File: src/rtl/rr_arb_mux.sv
// rr_arb_mux: N-channel round-robin arbiter feeding a registered one-hot AND-OR mux with valid/ready on every port.
// Optional packet lock (grant held until in_last) is compiled in when RR_ARB_MUX_PKT_LOCK_EN is defined.
module rr_arb_mux #(
   parameter int DATA_WIDTH = 48,
   parameter int CH_NUM     = 3
) (
   input  logic                         clk,
   input  logic                         rst,
   input  logic [DATA_WIDTH*CH_NUM-1:0] in_data,
   input  logic [CH_NUM-1:0]            in_valid,
   input  logic [CH_NUM-1:0]            in_last,
   output logic [CH_NUM-1:0]            in_ready,
   output logic [DATA_WIDTH-1:0]        out_data,
   output logic                         out_valid,
   input  logic                         out_ready,
   output logic [CH_NUM-1:0]            out_ch,
   output logic                         out_last
);

   localparam int IDX_W = (CH_NUM > 1) ? $clog2(CH_NUM) : 1;
   localparam logic [CH_NUM-1:0] PTR_RST = {1'b1, {(CH_NUM-1){1'b0}}};

   logic [CH_NUM-1:0]     last_gnt;
   logic [CH_NUM-1:0]     rr_grant;
   logic [CH_NUM-1:0]     grant;
   logic [IDX_W-1:0]      last_idx;
   logic                  found;
   logic                  load_en;
   logic                  xfer;
   logic                  upd_ptr;
   logic [DATA_WIDTH-1:0] mux_data;
   logic                  mux_last;

   assign load_en  = ~out_valid | out_ready;
   assign xfer     = load_en & (|grant);
   assign in_ready = rst ? '0 : (grant & {CH_NUM{load_en}});

   always_comb begin
      last_idx = '0;
      for (int i = 0; i < CH_NUM; i++) begin
         if (last_gnt[i]) last_idx = IDX_W'(i);
      end
   end

   // Search channels above the last winner first, then wrap around to the low ones.
   always_comb begin
      rr_grant = '0;
      found    = 1'b0;
      for (int i = 0; i < CH_NUM; i++) begin
         if (!found && (i > int'(last_idx)) && in_valid[i]) begin
            rr_grant[i] = 1'b1;
            found       = 1'b1;
         end
      end
      for (int i = 0; i < CH_NUM; i++) begin
         if (!found && (i <= int'(last_idx)) && in_valid[i]) begin
            rr_grant[i] = 1'b1;
            found       = 1'b1;
         end
      end
   end

   always_comb begin
      mux_data = '0;
      mux_last = 1'b0;
      for (int i = 0; i < CH_NUM; i++) begin
         mux_data = mux_data | (in_data[i*DATA_WIDTH +: DATA_WIDTH] & {DATA_WIDTH{grant[i]}});
         mux_last = mux_last | (in_last[i] & grant[i]);
      end
   end

`ifdef RR_ARB_MUX_PKT_LOCK_EN
   localparam logic [0:0] IDLE   = 1'b0;
   localparam logic [0:0] LOCKED = 1'b1;

   logic [0:0]        state;
   logic [CH_NUM-1:0] lock_ch;

   // While locked, only the owning channel may be granted; its idle cycles are not back-filled.
   assign grant   = (state == LOCKED) ? (lock_ch & in_valid) : rr_grant;
   assign upd_ptr = xfer & mux_last;

   always_ff @(posedge clk) begin
      if (rst) begin
         state   <= IDLE;
         lock_ch <= '0;
      end else if (xfer) begin
         if ((state == IDLE) && !mux_last) begin
            state   <= LOCKED;
            lock_ch <= grant;
         end else if ((state == LOCKED) && mux_last) begin
            state <= IDLE;
         end
      end
   end
`else
   assign grant   = rr_grant;
   assign upd_ptr = xfer;
`endif

   // Output stage loads on a transfer, drains when nothing is granted, and holds on stall.
   always_ff @(posedge clk) begin
      if (rst) begin
         out_valid <= 1'b0;
         out_data  <= '0;
         out_ch    <= '0;
         out_last  <= 1'b0;
         last_gnt  <= PTR_RST;
      end else begin
         if (xfer) begin
            out_valid <= 1'b1;
            out_data  <= mux_data;
            out_ch    <= grant;
            out_last  <= mux_last;
         end else if (load_en) begin
            out_valid <= 1'b0;
         end
         if (upd_ptr) last_gnt <= grant;
      end
   end

endmodule

File: config.mk
export PLATFORM = sky130hd
export DESIGN_NAME = rr_arb_mux
export DESIGN_NICKNAME = d
export VERILOG_FILES = /design/src/rtl/rr_arb_mux.sv
export SDC_FILE = /design/constraint.sdc
export NUM_CORES = 1
export LEC_CHECK = 0
export BUFFER_PORTS_ARGS = -buffer_cell sky130_fd_sc_hd__clkbuf_2
export CORE_MARGIN = 4
export CORE_UTILIZATION = 43
export CTS_BUF_LIST = sky130_fd_sc_hd__clkbuf_2
export DETAILED_ROUTE_END_ITERATION = 12
export GPL_TIMING_DRIVEN = 0
export HOLD_SLACK_MARGIN = 0.02
export PLACE_DENSITY = 0.85
export SLEW_MARGIN = 15
export SYNTH_ARGS = -nofsm -noshare
export SYNTH_HDL_FRONTEND = slang
export SYNTH_SLANG_ARGS = --single-unit
File: constraint.sdc
create_clock -name clk -period 3.45 [get_ports clk]
set_input_delay 0.69 -clock clk [delete_from_list [all_inputs] [get_ports clk]]
set_output_delay 0.69 -clock clk [all_outputs]
set_load 0.01 [all_outputs]
==> impl_results.md <==
- Critical path type: reg2out
- Detailed Routing Iterations Pass 1: 8
- RSZ-0062 raised after global routing: no
- Yosys top cell area share: 43.3%
- CORE AREA: between 0.005 and 0.006 mm²
- HP Class: reg2reg
- Period utilization: 78.9%
- Cells after synthesis: around 260
- Ys async rst share: 0%
- Clock sink count: 54
- Total number of yosys warnings: 0
- Mean Syn Cell Area: about 9.6 µm²
- Htree depth: 2
- Post-synthesis sequential area ratio: between 40% and 50%
- Top cells by count, synth: nor2_1, dfxtp_1, a211oi_1, a222oi_1, buf_2
- Final setup vio count: 0
- IO Port Bufs: just over 200
- Worst-path maximum fanout: 10
- Drt wl/cell: between 15 and 20 µm
- Post-Syn Nets: roughly 410
- DRT iter0 DRCs: roughly 280
- Worst VDD drop: approximately 0.22 mV
- # fillers: between 400 and 500
- FF+latch count, synth: 54
- Lkg Pwr: roughly 1.9 nW
- Clk Tree Root Cell: clkbuf_2
- Clk buf depth: 2
- Post-CTS Hold Fix Bufs: 0
- Layout cells sized above 1: 51.1%
- Worst endpoint required time: ~2800 ps
- Worst EP arrival: a little over 2000 ps
- Initial core utilization: 44.8%
- RR Startpoint: out_valid
- Cell Area, Synth: approximately 0.0025 mm²
- Fmax: between 300 and 400 MHz
- Final instance area: approximately 0.0037 mm²
- Global-route wire length before repair: 14800 µm
- Reg2reg path depth: 5
- Inserted Diodes: 0
- Core Util, Final: between 60% and 70%
- Clk_skew: around 18 ps
- HPWL Detailed: between 7000 and 8000 µm
- Area growth, synth to finish: 48.7%
- PwrDens: 429 mW/mm²
- Most common cell in the synthesized netlist: nor2_1
- Routed Antenna Nets: 0
- Cts bufs inserted: 5
- Largest net degree at the start of global routing: 17
- Max cap viols: 0
- Nets: 628
- Gr ovfl total: 0
- Clock latency at the later pin of the worst-skew pair: between 400 and 500 ps
- Die Ht: 84.2 µm
- Primary FF master, synth: dfxtp_1
- Max-slew violations: 0
- Initial antenna violation count: 0
- CP Launch Type: flop
- Min-delay src: out_data[20]
- Post-DP Area: approximately 0.0036 mm²
- Crit path launch: last_gnt[2]
- Leading area contributor after synthesis: dfxtp_1
- Fin. Hold Viols: 0
- Number of remaining DRC errors: 0
- CTS tree: built
- Die ar.: between 0.007 and 0.008 mm²
- RD Place Congestion: around 0.93
- Total Routing Usage GR: 25.4%
- Worst Tran Pin Value: 512 ps
- Io pins: between 200 and 250
- Slew margin rel.: 65.7%
- Final worst path period need: roughly 2700 ps
- Reg clk slew, reported paths: about 250 ps
- CP endpoint kind: primary output
- Post-CTS setup buffers: 0
- Final wirelength: approximately 9300 µm
- Count of cell types in the netlist: 18
- Number of enable flip-flop cells after synthesis: 0
- Die span in x: 84.2 µm
- # resized after CTS: 0
- Status: finished, final reports clean
- Setup TNS: 0 ps
- Vias: 3179
- FP Rows: 27
- Worst hold path depth: 2
- Top cells by area, synth: dfxtp_1, a222oi_1, a211oi_1
- Vias in the first global route: ~3200
- Vias per cell: 5.80
sequential cells by signal, indices dropped and copies added, names as in the netlist:
name	count
out_data	48
out_last	1
out_ch	3
last_gnt	1
out_valid	1
per-layer routing:
| metal | GRT usage [%] | wire, µm |
|---|---|---|
| met1 | 29.5 | 3500 |
| met2 | 45.3 | 4770 |
| met3 | 6.28 | 797 |
| met4 | 8.48 | 237 |
| met5 | 0 | 0 |
power breakdown:
group	leakage [nW]	switching, mW	internal [mW]
combinational	1.37	0.252	0.225
sequential	0.449	0.0355	0.692
clock	0.0506	0.195	0.192
cell families after synthesis:
logic type      synth area share, %
compound gates                 37.2
simple gates                   11.1
flops                          43.3
buf+inv                        8.32
critical path, cell delays in order (launching register included):
cell and delay (ps):
dfxtp_1 460, nor2b_1 90, o2bb2ai_2 380, buf_2 300, nor3b_1 200, clkbuf_2 160
cell type report:
class / count / area (µm²) / area share, %
plain buffers: 35 / 208 / 5.60
clock inverters: 3 / 63.8 / 1.72
multi-input cells: 172 / 1210 / 32.5
repair buffers: 207 / 1040 / 27.9
clock buffers: 5 / 25.0 / 0.675
flip-flops and latches: 54 / 1080 / 29.1
well taps: 72 / 90.1 / 2.43
worst paths after layout:
kind                                endpoint  slack [ps]
worst max-delay path             in_ready[1]         730
worst min-delay path            out_data[20]         520
worst max register to register  out_data[33]        1680
worst min register to register  out_data[20]         520
placed cells by master, fill, tap and decap left out, drive strengths merged:
cell type / n
clkbuf: 220
nor2: 55
dfxtp: 54
a222oi: 49
a211oi: 49
buf: 27
nor2b: 3
nand2b: 3
nor3b: 3
a22oi: 3
a22o: 2
bufinv: 2
o2bb2ai: 1
nor3: 1
or2: 1
a21oi: 1
a221o: 1
clkinv: 1
stage by stage:
stage / total power [mW] / setup slack (ps) / hold WS [ps] / instances
6_report: 1.59 / 728 / 517 / 548
5_1_grt: 1.67 / 487 / 538 / 548
4_1_cts: 1.60 / 699 / 517 / 548
3_5_place_dp: 1.22 / 772 / 491 / 540
3_3_place_gp: 1.20 / 837 / 487 / 540
2_1_floorplan: 0.994 / 1160 / 467 / 261
(Power assumes the default switching activity.)
